File: config.mk
export PLATFORM = sky130hd
export DESIGN_NAME = branch_fetch_unit
export DESIGN_NICKNAME = d
export VERILOG_FILES = /design/src/rtl/branch_fetch_unit_pkg.sv /design/src/rtl/branch_fetch_unit_ras.sv /design/src/rtl/branch_fetch_unit.sv
export SDC_FILE = /design/constraint.sdc
export NUM_CORES = 1
export LEC_CHECK = 0
export BUFFER_PORTS_ARGS = -buffer_cell sky130_fd_sc_hd__buf_2
export CORE_MARGIN = 5
export CORE_UTILIZATION = 53
export DETAILED_ROUTE_END_ITERATION = 12
export PLACE_DENSITY = 0.81
export SYNTH_ARGS = -nofsm -noshare
export SYNTH_HDL_FRONTEND = slang
export SYNTH_SLANG_ARGS = --single-unit
export TNS_END_PERCENT = 30
File: constraint.sdc
create_clock -name CLK -period 2.9 [get_ports CLK]
set_input_delay 0.435 -clock CLK [delete_from_list [all_inputs] [get_ports CLK]]
set_output_delay 0.435 -clock CLK [all_outputs]
set_load 0.01 [all_outputs]
File: src/rtl/branch_fetch_unit_pkg.sv
// Shared definitions for the branch/fetch front end.
//   br_op_t       : branch operation presented by the decoder each cycle
//   fetch_state_t : fetch FSM state
package branch_fetch_unit_pkg;

    typedef enum logic [2:0] {
        BR_NONE   = 3'd0,
        BR_REL_Z  = 3'd1,
        BR_REL_NZ = 3'd2,
        BR_ABS    = 3'd3,
        BR_CALL   = 3'd4,
        BR_RET    = 3'd5,
        BR_HALT   = 3'd6
    } br_op_t;

    typedef enum logic [1:0] {
        ST_IDLE   = 2'd0,
        ST_RUN    = 2'd1,
        ST_HALTED = 2'd2
    } fetch_state_t;

endpackage

File: src/rtl/branch_fetch_unit_ras.sv
// Return-address stack: LIFO of DEPTH entries of W bits.
//   CLK, reset : clock, synchronous active-high reset (empties the stack)
//   clear      : empty the stack (restart)
//   push, din  : write din on top (caller guarantees !full, never with pop)
//   pop        : discard top entry (caller guarantees !empty)
//   top        : most recently pushed entry (valid when !empty)
//   full/empty : occupancy status
module ras_stack #(
    parameter int W     = 16,
    parameter int DEPTH = 4
) (
    input  logic         CLK,
    input  logic         reset,
    input  logic         clear,
    input  logic         push,
    input  logic         pop,
    input  logic [W-1:0] din,
    output logic [W-1:0] top,
    output logic         full,
    output logic         empty
);
    localparam int SP_W  = $clog2(DEPTH + 1);
    localparam int IDX_W = (DEPTH > 1) ? $clog2(DEPTH) : 1;

    logic [SP_W-1:0]  sp;
    logic [IDX_W-1:0] wr_idx;
    logic [IDX_W-1:0] top_idx;
    logic [W-1:0]     mem [1 << IDX_W];

    // sp counts entries; the next free slot is sp, the top is sp-1
    assign wr_idx  = IDX_W'(sp);
    assign top_idx = IDX_W'(sp - SP_W'(1));
    assign top     = mem[top_idx];
    assign full    = (sp == SP_W'(DEPTH));
    assign empty   = (sp == '0);

    always_ff @(posedge CLK) begin
        if (reset || clear) begin
            sp <= '0;
        end else if (push) begin
            mem[wr_idx] <= din;
            sp          <= sp + SP_W'(1);
        end else if (pop) begin
            sp <= sp - SP_W'(1);
        end
    end

endmodule

File: src/rtl/branch_fetch_unit.sv
// Next-PC generator: PC register, fetch FSM, branch resolution and
// subroutine call/return through an internal return-address stack.
//   CLK, reset       : clock, synchronous active-high reset
//   start            : (re)start at START_ADDR, clears RAS and error flags
//   stall            : freeze PC, FSM and RAS for this cycle
//   br_op            : branch operation from the decoder
//   flag_zero        : registered ALU zero flag (REL_Z / REL_NZ condition)
//   tgt_off, tgt_abs : relative offset (two's complement) / absolute target
//   PC               : current instruction address
//   DONE, running    : program finished / FSM in RUN
//   ras_ovf, ras_unf : sticky RAS overflow / underflow
module branch_fetch_unit
    import branch_fetch_unit_pkg::*;
#(
    parameter int             PC_W       = 16,
    parameter int             RAS_DEPTH  = 4,
    parameter logic [PC_W-1:0] START_ADDR = '0,
    parameter logic [PC_W-1:0] END_ADDR   = '1
) (
    input  logic            CLK,
    input  logic            reset,
    input  logic            start,
    input  logic            stall,
    input  br_op_t          br_op,
    input  logic            flag_zero,
    input  logic [PC_W-1:0] tgt_off,
    input  logic [PC_W-1:0] tgt_abs,
    output logic [PC_W-1:0] PC,
    output logic            DONE,
    output logic            running,
    output logic            ras_ovf,
    output logic            ras_unf
);
    fetch_state_t    state, state_nxt;
    logic [PC_W-1:0] pc_nxt, pc_inc, pc_rel;
    logic            done_nxt, ovf_nxt, unf_nxt;
    logic            ras_push, ras_pop, ras_clr, ras_full, ras_empty;
    logic [PC_W-1:0] ras_top;

    assign pc_inc  = PC + PC_W'(1);
    assign pc_rel  = PC + tgt_off;  // modulo add == signed offset
    assign running = (state == ST_RUN);

    ras_stack #(.W(PC_W), .DEPTH(RAS_DEPTH)) u_ras (
        .CLK   (CLK),
        .reset (reset),
        .clear (ras_clr),
        .push  (ras_push),
        .pop   (ras_pop),
        .din   (pc_inc),
        .top   (ras_top),
        .full  (ras_full),
        .empty (ras_empty)
    );

    always_comb begin
        state_nxt = state;
        pc_nxt    = PC;
        done_nxt  = DONE;
        ovf_nxt   = ras_ovf;
        unf_nxt   = ras_unf;
        ras_push  = 1'b0;
        ras_pop   = 1'b0;
        ras_clr   = 1'b0;
        if (start) begin
            state_nxt = ST_RUN;
            pc_nxt    = START_ADDR;
            done_nxt  = 1'b0;
            ovf_nxt   = 1'b0;
            unf_nxt   = 1'b0;
            ras_clr   = 1'b1;
        end else if (state == ST_RUN && !stall) begin
            if (PC == END_ADDR) begin
                state_nxt = ST_HALTED;
                done_nxt  = 1'b1;
            end else begin
                unique case (br_op)
                    BR_REL_Z:  pc_nxt = flag_zero  ? pc_rel : pc_inc;
                    BR_REL_NZ: pc_nxt = !flag_zero ? pc_rel : pc_inc;
                    BR_ABS:    pc_nxt = tgt_abs;
                    BR_CALL: begin
                        if (ras_full) begin
                            ovf_nxt   = 1'b1;
                            state_nxt = ST_HALTED;
                            done_nxt  = 1'b1;
                        end else begin
                            ras_push = 1'b1;
                            pc_nxt   = tgt_abs;
                        end
                    end
                    BR_RET: begin
                        if (ras_empty) begin
                            unf_nxt   = 1'b1;
                            state_nxt = ST_HALTED;
                            done_nxt  = 1'b1;
                        end else begin
                            ras_pop = 1'b1;
                            pc_nxt  = ras_top;
                        end
                    end
                    BR_HALT: begin
                        state_nxt = ST_HALTED;
                        done_nxt  = 1'b1;
                    end
                    default:   pc_nxt = pc_inc;  // NONE and unused encodings
                endcase
            end
        end
    end

    always_ff @(posedge CLK) begin
        if (reset) begin
            state   <= ST_IDLE;
            PC      <= '0;
            DONE    <= 1'b0;
            ras_ovf <= 1'b0;
            ras_unf <= 1'b0;
        end else begin
            state   <= state_nxt;
            PC      <= pc_nxt;
            DONE    <= done_nxt;
            ras_ovf <= ovf_nxt;
            ras_unf <= unf_nxt;
        end
    end

endmodule
==> impl_metrics.json <==
{
  "cts_tree": "done",
  "worst_r2r_src": "PC[0]",
  "core_sq_mm": 0.00872,
  "buffer_ports.inserted": 59,
  "worstReg2RegEnd": "PC[10]",
  "timing_hold_violations_final": 0,
  "synth-async-reset-ratio_pct": 0,
  "cp-startpoint": "PC[0]",
  "clock_latency_on_the_worst_skew_pair_ns": 0.36,
  "synth_enable_flop_cells": 64,
  "post_cts_hold_buffer_count": 0,
  "grt_pass1_wl_microns": 18200,
  "avg_vias_per_cell": 6.21,
  "post_synth_design_cell_area_sq_mm": 0.00472,
  "cts.root.buffer_cell": "sky130_fd_sc_hd__clkbuf_8",
  "areaGrowthSynthToFinish_pct": 13.2,
  "synth-main-ff-cell": "sky130_fd_sc_hd__edfxtp_1",
  "tritoncts.num_buffers": 9,
  "die_w_microns": 104,
  "post_synth.cell_area_avg_sq_um": 11.6,
  "drt_iter0_drc": 302,
  "floorplan.die_area_sq_mm": 0.0109,
  "finalHoldWorstSlack_ns": 0.247,
  "timing.critical_path.required_ns": 3.12,
  "setup_viols_final": 0,
  "core.rowCount": 34,
  "min_path_type": "in -> reg",
  "tightestPinTransition_ns": 1.09,
  "number_of_antenna_violations_at_the_first_check_in_global_routing": 0,
  "worst_setup_path_end_kind": "flip-flop",
  "critPathArrivalTime_ns": 2.74,
  "grt_start_max_net_pins": 30,
  "routabilityCongestion": 0.973,
  "first_global_vias": 3531,
  "netlist-cell-type-count": 56,
  "postSynthNetCount": 468,
  "finalCriticalPeriod_ns": 2.51,
  "vias": 3617,
  "worst_clock_skew_ns": 0.0280,
  "regToRegSetupSlack_ns": 0.39,
  "clock_tree.buffer_depth": 2,
  "gr-total-overflow": 0,
  "crit_path_to": "PC[10]",
  "cts.htree.levels": 3,
  "ir_worst_vdd_mv": 0.232,
  "post-layout-total-power_w": 0.00237,
  "cts_post_setup_buffers_inserted": 0,
  "leak_pwr_nw": 1.92,
  "synth.yosys.seq_area_share_pct": 50.5,
  "totalNegativeSetupSlack_ns": 0,
  "yosys.cell_count.top_type": "sky130_fd_sc_hd__edfxtp_1",
  "setup.worst_path.start_class": "flip-flop",
  "setup_repair_after_global_routing_missed_its_margin": "no",
  "post_drt_wl_per_cell_microns": 19.3,
  "slew-limit-headroom_pct": 26.9,
  "ys.warnings.count": 0,
  "firstDrtPassIters": 5,
  "run_status": "complete, no violations",
  "fmax_ghz": 0.398,
  "drive_gt1_share_pct": 23.8,
  "initial_core_util_pct": 54.1,
  "clock_sinks": 87,
  "path_class": "reg -> reg",
  "antenna_cells_inserted": 0,
  "postLayoutSetupSlackWorst_ns": 0.388,
  "synthTopCellsByArea": "sky130_fd_sc_hd__edfxtp_1 (41%), sky130_fd_sc_hd__dfxtp_1 (9.8%), sky130_fd_sc_hd__mux4_2 (7.6%), sky130_fd_sc_hd__ha_1 (5.6%), sky130_fd_sc_hd__xnor2_1 (3.7%)",
  "die-height_microns": 104,
  "cellPowerDensity_mw_per_mm2": 443,
  "yosys.area.top_type_share_pct": 40.7,
  "final_core_utilization_pct": 61.2,
  "max-cap-violations": 0,
  "timing.final.crit_share_pct": 86.6,
  "io_pins": 60,
  "place_hpwl_microns": 8310,
  "detail_route.wirelength_microns": 11200,
  "cts-resized-gates": 0,
  "post_synth_most_frequent_cells": "sky130_fd_sc_hd__edfxtp_1 (64), sky130_fd_sc_hd__a21oi_1 (33), sky130_fd_sc_hd__nor2_1 (30)",
  "ys_seq_elements": 87,
  "gr-usage-all-layers_pct": 20.7,
  "detailedPlace.worstSlack_ns": 0.423,
  "finish.net_count": 531,
  "post_synth_inst_count": 406,
  "clock_transition_at_path_regs_ns": 0.10,
  "drc_errors": 0,
  "antenna_left": 0,
  "drv_slew": 0,
  "synth.largest_area_cell": "sky130_fd_sc_hd__edfxtp_1",
  "critPathMaxFanout": 8,
  "ff2ff_path_depth": 10
}
[registers in the layout (all words and copies together) (netlist names)]
| name | flops |
|---|---|
| ras_ovf | 1 |
| state | 1 |
| u_ras.sp | 3 |
| ras_unf | 1 |
| u_ras.mem | 64 |
| PC | 16 |
| DONE | 1 |
[cells in the final DEF, fill, tap and decap left out, drive strengths merged, types with 11 or more instances in the layout]
cell type	n
o21ai	30
clkbuf	11
dfxtp	23
a21oi	33
edfxtp	64
xnor2	20
mux4	16
ha	21
buf	71
nand2	18
nor2	30
inv	21
[layer usage]
layer	GRT usage, %	up-vias	routed length [microns]
met5	0	-	0
met4	7.22	0	279
met3	4.53	21	792
met2	33.2	148	5510
met1	27.7	1758	4650
li1	-	1690	-
[worst min path at each step]
stage | start | to | slack [ns] | depth (start not counted)
3_3_place_gp | ras_ovf | ras_ovf | 0.45 | 2
2_1_floorplan | state[0] | state[0] | 0.45 | 2
5_1_grt | reset | state[0] | 0.24 | 2
3_5_place_dp | ras_ovf | ras_ovf | 0.46 | 2
6_report | reset | state[0] | 0.25 | 2
4_1_cts | reset | state[0] | 0.24 | 2
[critical path: stages, from the launching register on]
cell                       delay [ns]
sky130_fd_sc_hd__dfxtp_1         0.50
sky130_fd_sc_hd__ha_1            0.23
sky130_fd_sc_hd__inv_1           0.06
sky130_fd_sc_hd__fa_1            0.38
sky130_fd_sc_hd__nand2b_1        0.20
sky130_fd_sc_hd__a21oi_1         0.23
sky130_fd_sc_hd__o21ai_0         0.14
sky130_fd_sc_hd__o21ai_0         0.12
sky130_fd_sc_hd__mux2i_1         0.14
sky130_fd_sc_hd__a221oi_1        0.28
sky130_fd_sc_hd__a21oi_1         0.10
[per-stage QoR]
step | instance area, sq um | std cells
after floorplan | 4720 | 406
after global placement | 5160 | 566
after detailed placement | 5160 | 566
after CTS | 5340 | 582
after global routing | 5340 | 582
final | 5340 | 582
[layout make-up]
class	instances	area [sq um]
multi-input cells	281	2190
well taps	108	135
fillers	697	3380
repair buffers	71	385
inverters	19	71.3
flip-flops and latches	87	2380
clock inverters	5	40.0
clock buffers	11	141
[logic make-up after synthesis]
| family | synth area share (%) |
|---|---|
| AO/OA/AOI/OAI | 16.3 |
| XOR/XNOR | 5.20 |
| adder cells (fa/ha/maj) | 5.99 |
| buffers and inverters | 3.21 |
| flip-flops | 50.5 |
| multiplexers | 7.85 |
| AND/OR/NAND/NOR | 10.9 |
[report_power, final]
group          switching [W]  leakage, nW  internal (W)  total [W]
Sequential         0.0000130        0.696       0.00133    0.00134
Clock               0.000435       0.0826      0.000341   0.000777
Combinational       0.000144         1.14      0.000101   0.000245
Total               0.000593         1.92       0.00177    0.00237
Note: power is estimated with default switching activity, not from simulation.
